**src/rtl/seq_pkg.sv**
```systemverilog
// Shared definitions for the serial pattern generator: state encodings and default sizing.
package seq_pkg;

  localparam int unsigned WIDTH_DEF = 8;
  localparam int unsigned LEN_W_DEF = 6;

  typedef enum logic [1:0] {
    ST_IDLE  = 2'd0,
    ST_SHIFT = 2'd1,
    ST_DONE  = 2'd2
  } state_t;

endpackage : seq_pkg

```
**src/rtl/seq_pattern_gen.sv**
```systemverilog
// Parallel-to-serial pattern generator: emits bits [len-1:0] of a captured pattern MSB first,
// with single-shot or continuous-repeat mode, abort, and done/err pulses.
module seq_pattern_gen
  import seq_pkg::*;
#(
  parameter int unsigned WIDTH = WIDTH_DEF,
  parameter int unsigned LEN_W = LEN_W_DEF
) (
  input  logic             clk,
  input  logic             r,
  input  logic             start,
  input  logic             stop,
  input  logic             rep,
  input  logic [LEN_W-1:0] len,
  input  logic [WIDTH-1:0] data,
  output logic             d_out,
  output logic             valid,
  output logic             busy,
  output logic             done,
  output logic             err,
  output logic [LEN_W-1:0] bit_cnt
);

  localparam int unsigned IDX_W = (WIDTH > 1) ? $clog2(WIDTH) : 1;

  state_t             state, state_n;
  logic [WIDTH-1:0]   pat, pat_n;
  logic [LEN_W-1:0]   len_q, len_n;
  logic               rep_q, rep_n;
  logic [IDX_W-1:0]   idx, idx_n;
  logic               d_out_n, valid_n, busy_n, done_n, err_n;
  logic [LEN_W-1:0]   bit_cnt_n;
  logic               len_ok_c;

  assign len_ok_c = (len != '0) && (len <= LEN_W'(WIDTH));

  // State, captured frame and registered outputs
  always_ff @(posedge clk or negedge r) begin
    if (!r) begin
      state   <= ST_IDLE;
      pat     <= '0;
      len_q   <= '0;
      rep_q   <= 1'b0;
      idx     <= '0;
      d_out   <= 1'b0;
      valid   <= 1'b0;
      busy    <= 1'b0;
      done    <= 1'b0;
      err     <= 1'b0;
      bit_cnt <= '0;
    end else begin
      state   <= state_n;
      pat     <= pat_n;
      len_q   <= len_n;
      rep_q   <= rep_n;
      idx     <= idx_n;
      d_out   <= d_out_n;
      valid   <= valid_n;
      busy    <= busy_n;
      done    <= done_n;
      err     <= err_n;
      bit_cnt <= bit_cnt_n;
    end
  end

  // Next-state and next-output logic; idx walks the pattern down instead of shifting it
  always_comb begin
    state_n   = state;
    pat_n     = pat;
    len_n     = len_q;
    rep_n     = rep_q;
    idx_n     = idx;
    d_out_n   = 1'b0;
    valid_n   = 1'b0;
    done_n    = 1'b0;
    err_n     = 1'b0;
    bit_cnt_n = bit_cnt;

    case (state)
      ST_IDLE: begin
        bit_cnt_n = '0;
        if (start && !stop) begin
          if (len_ok_c) begin
            pat_n   = data;
            len_n   = len;
            rep_n   = rep;
            idx_n   = IDX_W'(len - LEN_W'(1));
            state_n = ST_SHIFT;
          end else begin
            err_n = 1'b1;
          end
        end
      end

      ST_SHIFT: begin
        if (stop) begin
          state_n   = ST_IDLE;
          bit_cnt_n = '0;
        end else begin
          d_out_n   = pat[idx];
          valid_n   = 1'b1;
          // Count restarts on the first bit of each repeated frame
          bit_cnt_n = (bit_cnt == len_q) ? LEN_W'(1) : bit_cnt + LEN_W'(1);
          if (idx != '0) begin
            idx_n = idx - IDX_W'(1);
          end else if (rep_q) begin
            idx_n = IDX_W'(len_q - LEN_W'(1));
          end else begin
            state_n = ST_DONE;
          end
        end
      end

      ST_DONE: begin
        done_n    = 1'b1;
        bit_cnt_n = '0;
        state_n   = ST_IDLE;
      end

      default: begin
        state_n   = ST_IDLE;
        bit_cnt_n = '0;
      end
    endcase

    busy_n = (state_n != ST_IDLE);
  end

endmodule : seq_pattern_gen

```
**config.mk**
```make
export PLATFORM = sky130hd
export DESIGN_NAME = seq_pattern_gen
export DESIGN_NICKNAME = d
export VERILOG_FILES = /design/src/rtl/seq_pkg.sv /design/src/rtl/seq_pattern_gen.sv
export SDC_FILE = /design/constraint.sdc
export NUM_CORES = 1
export LEC_CHECK = 0
export CORE_MARGIN = 2
export CORE_UTILIZATION = 50
export CTS_CLUSTER_DIAMETER = 80
export DETAILED_ROUTE_END_ITERATION = 10
export HOLD_SLACK_MARGIN = 0.1
export PLACE_DENSITY = 0.84
export REMOVE_ABC_BUFFERS = 1
export SYNTH_ARGS = -nofsm -noshare
export SYNTH_HDL_FRONTEND = slang
export SYNTH_SLANG_ARGS = --single-unit
```
**constraint.sdc**
```tcl
create_clock -name clk -period 1.8 [get_ports clk]
set_input_delay 0.27 -clock clk [delete_from_list [all_inputs] [get_ports clk]]
set_output_delay 0.27 -clock clk [all_outputs]
set_load 0.02 [all_outputs]
```
==> qor.yml <==
status: "completed"
syn_to_final_growth_pct: 36.1
cts_made_buffers: 5
drive_above_1_share: 0.306
hold_path.class: "input port to asynchronous set/reset pin"
synth_area_leaders: "dfrtp_1, mux2_2, mux2_4"
p_clk_frac: 0.258
yosysSeqAreaShare: 0.523
p_leak_nw: 0.938
drtAntennaViolNets: 0
power_w: 0.00184
multi_input_area_um2: 688
clock_path_buffers: 2
critPathKind: "input port to register"
worst_pin_slew_ps: 472
h-tree-depth: 2
path_buf_inv: 2
syn_area_mm2: 0.00148
maxCapViolations: 0
post-synth-top-area-cell: "dfrtp_1"
drc: 0
grt_max_degree: 32
ir_drop_mv: 0.665
finalWirelength_um: 3120
min_period_ps: 1800
async_flop_share: 1.00
yosys_most_used_dff: "dfrtp_1"
gr-usage-all-layers: 0.197
critical-path-top-delay-family: "buffers and inverters"
dp_slack_ps: -341
fin_nets: 190
coreArea_mm2: 0.00278
wl_per_cell_um: 15.5
wl_met3_um: 133
slowest_delay_ps: 470
cts.sinks: 31
regArea_um2: 778
combPwrFrac: 0.233
final.period_utilization: 0.998
swShare: 0.285
grt_pass1_wl_um: 4870
finalHoldViolCount: 0
vias_per_cell: 5.33
setup_slack_ps: 3.95
synthCells: 116
internal-power_w: 0.00131
skew_ps: 6.81
slowest_stage: "clkdlybuf4s50_1"
ys_ff_latch: 31
finalSetupViolations: 0
start_util: 0.533
first_pass_iters: 5
root_buffer: "clkbuf_4"
rsz0062_at_grt: "no"
seqPwrFrac: 0.508
die_h_um: 58.5
grt_overflow: 0
synth_cell_types: 35
ioPinCount: 30
num_vias: 1072
end_kind: "register"
gp_congestion: 0.768
hold_ws_ps: 320
antenna_cells: 0
first_global_vias: 1023
drt_iter0_markers: 34
maxSlewHeadroom: 0.683
crit_path_cell_trace: "clkdlybuf4s50_1, o31ai_2, nand4_2, buf_4, mux2_2"
io_buffers: 29
timing.fmax_ghz: 0.557
synth.avg_cell_area_um2: 12.8
clk-insertion-delay-late_ps: 340
wl_met1_um: 1370
path_clk_slew_ps: 100
die-area_mm2: 0.00342
highest_layer: "met4"
cts-hold-fix-buffers: 0
switching_power_w: 0.000522
crit_arrival_ps: 2030
n_fill_cell: 199
die_x_um: 58.5
synthDominantCellAreaShare: 0.523
tritoncts: "built"
worstPathRequired_ps: 2030
slew_viol_final: 0
fp-row-count: 19
synth-edff-count: 0
p_per_area_mw_per_mm2: 910
wl_met2_um: 1550
antenna_found_initial: 0
hpwl_um: 2130
fin_setup_tns_ps: 0
start_kind: "input port"
synth.yosys.warnings: 0
critPathMaxFanout: 6
state kept, by name, summed over array words and instances, names as in the netlist:
| signal | cells |
|---|---|
| err | 1 |
| bit_cnt | 6 |
| rep_q | 1 |
| state | 2 |
| busy | 1 |
| valid | 1 |
| d_out | 1 |
| idx | 3 |
| done | 1 |
| pat | 8 |
| len_q | 6 |
cells in the mapped netlist, drive strengths merged, types with 3 or more instances:
library cell and instances:
mux2 14, inv 3, nor2 14, xnor2 3, and2 3, nand2 4, xor2 7, a21oi 3
nand3 4, dfrtp 31
worst paths after layout:
| path | startpoint | to | slack, ps | depth (start not counted) |
|---|---|---|---|---|
| max | len[1] | rep_q | 4 | 5 |
| min | r | bit_cnt[4] | 320 | 2 |
| max reg2reg | state[1] | rep_q | 60 | 4 |
| min reg2reg | pat[7] | pat[7] | 520 | 1 |
| max in group asynchronous | r | idx[1] | 1180 | 2 |
| min in group clk | pat[7] | pat[7] | 520 | 1 |
repair_timing:
action / in CTS / in global routing
gates resized for setup: 0 / 3
setup endpoints to repair: 0 / 7
buffers inserted: 0 / 7
worst reg2reg max path, stage by stage (launching register included):
cell and delay, ps:
dfrtp_1 430, nor4b_4 430, nand4_2 290, buf_4 230, mux2_2 250
cell type report:
| cell class | instances | share of cell area |
|---|---|---|
| flip-flops and latches | 31 | 0.386 |
| multi-input cells | 80 | 0.341 |
| repair buffers | 48 | 0.215 |
| clock buffers | 8 | 0.0341 |
| well taps | 31 | 0.0192 |
| inverters | 3 | 0.00558 |
logic make-up (layout without fill, tap and decap cells):
kind of cell	after synthesis	after routing	synth area share
AO/OA/AOI/OAI	13	13	0.0709
adder cells (fa/ha/maj)	2	2	0.0169
buffers and inverters	6	59	0.0228
multiplexers	17	17	0.159
flip-flops	31	31	0.523
XOR/XNOR	10	10	0.0591
AND/OR/NAND/NOR	37	38	0.149
power groups by stage:
stage               logic (W)  clock network [W]  registers [W]
floorplan            0.000282                  0       0.000905
global placement     0.000401                  0       0.000930
finish               0.000428           0.000475       0.000933
global route         0.000476           0.000509       0.000949
detailed placement   0.000422                  0       0.000938
CTS                  0.000424           0.000480       0.000925
layer usage:
layer,track usage,vias to the layer above
met2,0.316,30
met1,0.249,513
li1,-,520
met5,0,-
met3,0.0462,9
met4,0.0997,0
placed cells by master, fill, tap and decap left out, types with 3 or more instances in the layout:
cell type	synthesis	routed
xnor2_1	3	3
clkdlybuf4s50_1	0	29
buf_4	0	19
nand2_1	4	4
mux2_2	8	8
and2_1	3	3
dfrtp_1	31	29
mux2_4	6	6
nand3_1	4	4
inv_1	3	3
clkbuf_4	0	5
a21oi_1	3	3
xor2_1	7	7
nor2_1	14	14
through the flow:
| step | util | cells | area (um^2) |
|---|---|---|---|
| 4_1_cts | 0.700 | 193 | 1950 |
| 5_1_grt | 0.726 | 201 | 2020 |
| 3_3_place_gp | 0.676 | 185 | 1880 |
| 3_5_place_dp | 0.676 | 185 | 1880 |
| 6_report | 0.726 | 201 | 2020 |
| 2_1_floorplan | - | 113 | 1460 |
Note: power is estimated with default switching activity, not from simulation.
==> variant 1, RTL diff (same flow settings) <==
Set the package constant `LEN_W_DEF` to 5 (it was 6).
--- a/src/rtl/seq_pkg.sv
+++ b/src/rtl/seq_pkg.sv
@@ -2,7 +2,7 @@
 package seq_pkg;
 
   localparam int unsigned WIDTH_DEF = 8;
-  localparam int unsigned LEN_W_DEF = 6;
+  localparam int unsigned LEN_W_DEF = 5;
 
   typedef enum logic [1:0] {
     ST_IDLE  = 2'd0,
Ports: changed (resized bit_cnt and len); port bits go from 30 to 28. No check against the original RTL was run, so the function may have changed too.
==> variant 1 against the original RTL <==
Die area down 7.2%; critical path type is now reg2reg; worst hold slack worse by 0.010 ns; largest cell class unchanged; largest power group unchanged; area after synthesis down 7.8%; cell area down 9.9%; total power down 6.1%; cell count down 11%; sequential cell count down 2; worst setup slack better by 0.058 ns; routed wire length down 17%.
==> variant 1: results (changes against the original RTL) <==
outcome = finished clean (unchanged)
top cell family by delay on the critical path = simple AND/OR/NAND/NOR gates (was buffers and inverters)
number of cells produced by synthesis = 106 (was 116)
total length of routed wires = 2.59 mm (was 3.12 mm)
worst r2r dst = idx[0] (was rep_q)
post-synthesis share of cell area spent on xor and xnor gates = 5.12% (was 5.91%)
Post-synth top cells = sky130_fd_sc_hd__dfrtp_1 (29), sky130_fd_sc_hd__nor2_1 (10), sky130_fd_sc_hd__mux2_2 (8) (was sky130_fd_sc_hd__dfrtp_1 (31), sky130_fd_sc_hd__nor2_1 (14), sky130_fd_sc_hd__mux2_2 (8))
number of clock sinks = 29 (was 31)
total global-route track usage = 17.9% (was 19.7%)
post-synthesis sequential area ratio = 53.1% (was 52.3%)
filler cell count in the final layout = 177 (was 199)
adder and majority gate portion of the synthesized area = 1.83% (was 1.69%)
first-pass iteration count of the detailed router = 3 (was 5)
worst slack on hold paths = 0.310 ns (was 0.320 ns)
WL met3 = 125 um (was 133 um)
power density of the placed cells = 948 nW/um2 (was 910 nW/um2)
GR met3 Demand/Resource = 6.45% (was 4.62%)
setup clock skew after layout = 0.0102 ns (was 0.00681 ns)
first-pass GRT wire length = 4.31 mm (was 4.87 mm)
routed length per placed instance = 14.5 um (was 15.5 um)
worst-case reg-to-reg path depth = 5 (was 4)
top fanout value on the critical path = 16 (was 6)
combined area of the multi-input logic cells = 619 um2 (was 688 um2)
cells taking the most area after synthesis = sky130_fd_sc_hd__dfrtp_1 (53%), sky130_fd_sc_hd__mux2_2 (6.6%), sky130_fd_sc_hd__mux2_4 (6.6%) (was sky130_fd_sc_hd__dfrtp_1 (52%), sky130_fd_sc_hd__mux2_2 (6.1%), sky130_fd_sc_hd__mux2_4 (6.1%))
multi-input combinational cell count = 69 (was 80)
Crit Reg-Reg Startpoint = state[0] (was state[1])
number of placed instances with taps included = 171 (was 185)
variant 1: cell count changes in the layout (fill, tap and decap cells not counted), sizes merged, moves of 3 or more:
cell	before	now
xor2	7	3
clkbuf	8	5
o21ai	1	5
inv	3	6
buf	19	10
nor2	14	10
variant 1: power by group:
group | switching, W | leakage, nW | total (W) | internal [W]
sequential | 0.000127 | 0.369 | 0.000899 | 0.000772
combinational | 0.000156 | 0.403 | 0.000443 | 0.000287
clock | 0.000234 | 0.0310 | 0.000381 | 0.000147
variant 1: worst max path at each step:
stage	startpoint	end	slack, ns	cells past startpoint
floorplan	state[0]	idx[0]	-0.23	4
global placement	len[1]	idx[0]	-0.21	7
detailed placement	len[1]	idx[0]	-0.26	7
global route	state[0]	idx[0]	-0.03	5
finish	state[0]	idx[0]	0.06	5
CTS	state[0]	idx[0]	0.03	5
variant 1: timing repair:
action | 4_1_cts | 5_1_grt
gates resized for setup | 0 | 5
buffers inserted | 0 | 0
endpoints found under the setup margin | 0 | 5
hold endpoints to repair | 0 | 0
==> variant 2, RTL diff (same flow settings) <==
Without the edit above. Register the output `bit_cnt` once more, cleared by the reset; this adds one clock of latency there. The other outputs are not delayed to match.
--- a/src/rtl/seq_pattern_gen.sv
+++ b/src/rtl/seq_pattern_gen.sv
@@ -23,6 +23,8 @@
 
   localparam int unsigned IDX_W = (WIDTH > 1) ? $clog2(WIDTH) : 1;
 
+  logic [LEN_W-1:0] bit_cnt_s0;
+
   state_t             state, state_n;
   logic [WIDTH-1:0]   pat, pat_n;
   logic [LEN_W-1:0]   len_q, len_n;
@@ -47,7 +49,7 @@
       busy    <= 1'b0;
       done    <= 1'b0;
       err     <= 1'b0;
-      bit_cnt <= '0;
+      bit_cnt_s0 <= '0;
     end else begin
       state   <= state_n;
       pat     <= pat_n;
@@ -59,7 +61,7 @@
       busy    <= busy_n;
       done    <= done_n;
       err     <= err_n;
-      bit_cnt <= bit_cnt_n;
+      bit_cnt_s0 <= bit_cnt_n;
     end
   end
 
@@ -74,7 +76,7 @@
     valid_n   = 1'b0;
     done_n    = 1'b0;
     err_n     = 1'b0;
-    bit_cnt_n = bit_cnt;
+    bit_cnt_n = bit_cnt_s0;
 
     case (state)
       ST_IDLE: begin
@@ -100,7 +102,7 @@
           d_out_n   = pat[idx];
           valid_n   = 1'b1;
           // Count restarts on the first bit of each repeated frame
-          bit_cnt_n = (bit_cnt == len_q) ? LEN_W'(1) : bit_cnt + LEN_W'(1);
+          bit_cnt_n = (bit_cnt_s0 == len_q) ? LEN_W'(1) : bit_cnt_s0 + LEN_W'(1);
           if (idx != '0) begin
             idx_n = idx - IDX_W'(1);
           end else if (rep_q) begin
@@ -126,5 +128,13 @@
     busy_n = (state_n != ST_IDLE);
   end
 
+  always_ff @(posedge clk or negedge r) begin
+    if (!r) begin
+      bit_cnt <= '0;
+    end else begin
+      bit_cnt <= bit_cnt_s0;
+    end
+  end
+
 endmodule : seq_pattern_gen
 
Formal check against the unedited RTL: not equivalent (a bounded check fails within 4 cycles, from zero or initial values).
==> variant 2 against the original RTL <==
Area after synthesis up 10%; sequential cell count grew 6; count of clock-buffer cells in the layout is 2 lower; total power grew 3.5%; clock power shrank 13%; worst setup slack better by 0.11 ns; routed wire length fell by 5.1%; cell area rose by 5.3%; critical endpoint is now len_q[3].
==> variant 2: results (changes against the original RTL) <==
outcome = finished clean (unchanged)
maximum number of pins on one net before global-route repair = 38 (was 32)
setup clock skew after layout = 0.00770 ns (was 0.00681 ns)
first-pass GRT wire length = 5.11 mm (was 4.87 mm)
DP Wirelength = 2.22 mm (was 2.13 mm)
pre-CTS setup slack = -0.251 ns (was -0.341 ns)
fraction of layout cells with a size suffix above 1 = 25.3% (was 30.6%)
filler cell count in the final layout = 238 (was 199)
Critical-path top delay cell = sky130_fd_sc_hd__or4_4 (was sky130_fd_sc_hd__clkdlybuf4s50_1)
Sw Ratio = 28.4% (was 28.5%)
number of placed instances with taps included = 206 (was 185)
predominant post-synthesis flop cell = sky130_fd_sc_hd__dfrtp_1 (unchanged)
end point of the critical path = len_q[3] (was rep_q)
number of cells produced by synthesis = 122 (was 116)
routed length per placed instance = 13.8 um (was 15.5 um)
cells taking the most area after synthesis = sky130_fd_sc_hd__dfrtp_1 (57%), sky130_fd_sc_hd__mux2_2 (5.5%), sky130_fd_sc_hd__mux2_4 (5.5%) (was sky130_fd_sc_hd__dfrtp_1 (52%), sky130_fd_sc_hd__mux2_2 (6.1%), sky130_fd_sc_hd__mux2_4 (6.1%))
static leakage = 0.997 nW (was 0.938 nW)
total via count in the routed design = 1069 (was 1072)
arrival time at the worst endpoint = 1.92 ns (was 2.03 ns)
post-cts repair resize count = 0 (unchanged)
top cell family by delay on the critical path = simple AND/OR/NAND/NOR gates (was buffers and inverters)
total length of routed wires = 2.96 mm (was 3.12 mm)
first-pass iteration count of the detailed router = 4 (was 5)
Async SR Flop Fraction = 100% (unchanged)
Final GP Congestion = 0.760 (was 0.768)
worst-case reg-to-reg path depth = 5 (was 4)
insertion delay of the later-clocked pin in the worst-skew pair = 0.34 ns (about the same)
worst voltage drop across the vdd grid = 0.567 mV (was 0.665 mV)
worst r2r dst = idx[2] (was rep_q)
power density of the placed cells = 894 nW/um2 (was 910 nW/um2)
Slew headroom = 70.0% (was 68.3%)
Tcrit/Tclk final = 93.8% (was 99.8%)
total global-route track usage = 19.5% (was 19.7%)
Critical Path Max Stage Delay = 0.58 ns (was 0.47 ns)
DRT iter0 DRCs = 47 (was 34)
Placed Instance Area = 2070 um2 (was 1880 um2)
Layout Nets = 190 (unchanged)
Seq. pwr = 0.00106 W (was 0.000933 W)
Inserted Clock Buffers = 5 (unchanged)
Most flops, register = pat (unchanged)
register-to-register path setup slack = 0.17 ns (was 0.06 ns)
post-synthesis sequential area ratio = 56.7% (was 52.3%)
Crit Reg-Reg Startpoint = state[1] (unchanged)
Post-synth top cells = sky130_fd_sc_hd__dfrtp_1 (37), sky130_fd_sc_hd__nor2_1 (14), sky130_fd_sc_hd__mux2_2 (8) (was sky130_fd_sc_hd__dfrtp_1 (31), sky130_fd_sc_hd__nor2_1 (14), sky130_fd_sc_hd__mux2_2 (8))
top fanout value on the critical path = 5 (was 6)
-- variant 2: area by class of cell --
class                           instances  area, um2  area share (%)
Multi-Input combinational cell         79        673            31.7
Sequential cell                        37        926            43.6
Inverter                                3       11.3           0.530
Clock buffer                            6       41.3            1.94
Clock inverter                          2       10.0           0.471
Timing Repair Buffer                   43        408            19.2
Tap cell                               44       55.1            2.59
-- variant 2: per-stage QoR --
stage	setup TNS, ns	hold slack (ns)
floorplan	0	-0.0256
global placement	-3.00	0.425
detailed placement	-3.54	0.429
CTS	0	0.330
global route	0	0.368
finish	0	0.327
-- variant 2: cell families (layout without fill, tap and decap cells) --
| kind of cell | after synthesis | count (layout) | synth area share (%) |
|---|---|---|---|
| DFF | 37 | 37 | 56.7 |
| and+or+nand+nor | 37 | 37 | 13.5 |
| muxes | 17 | 17 | 14.4 |
| AOI/OAI and AO/OA | 13 | 13 | 6.44 |
| xor gates and xnor gates | 10 | 10 | 5.36 |
| buffers and inverters | 6 | 54 | 2.07 |
| adders and majority gates | 2 | 2 | 1.53 |
-- variant 2: metal layers --
metal  vias up  track usage, %  wire (um)
met5         -               0          0
met4         0            11.2         24
met3         2            5.46        137
met2        23            31.0       1540
met1       525            23.8       1260
li1        519               -          -
-- variant 2: how the worst min path moves through the flow --
stage / start / to / cells after the start
2_1_floorplan: r / bit_cnt[0] / 0
3_3_place_gp: bit_cnt_s0[5] / bit_cnt[5] / 0
3_5_place_dp: bit_cnt_s0[5] / bit_cnt[5] / 0
4_1_cts: r / len_q[1] / 2
5_1_grt: r / bit_cnt_s0[5] / 2
6_report: r / bit_cnt[5] / 2
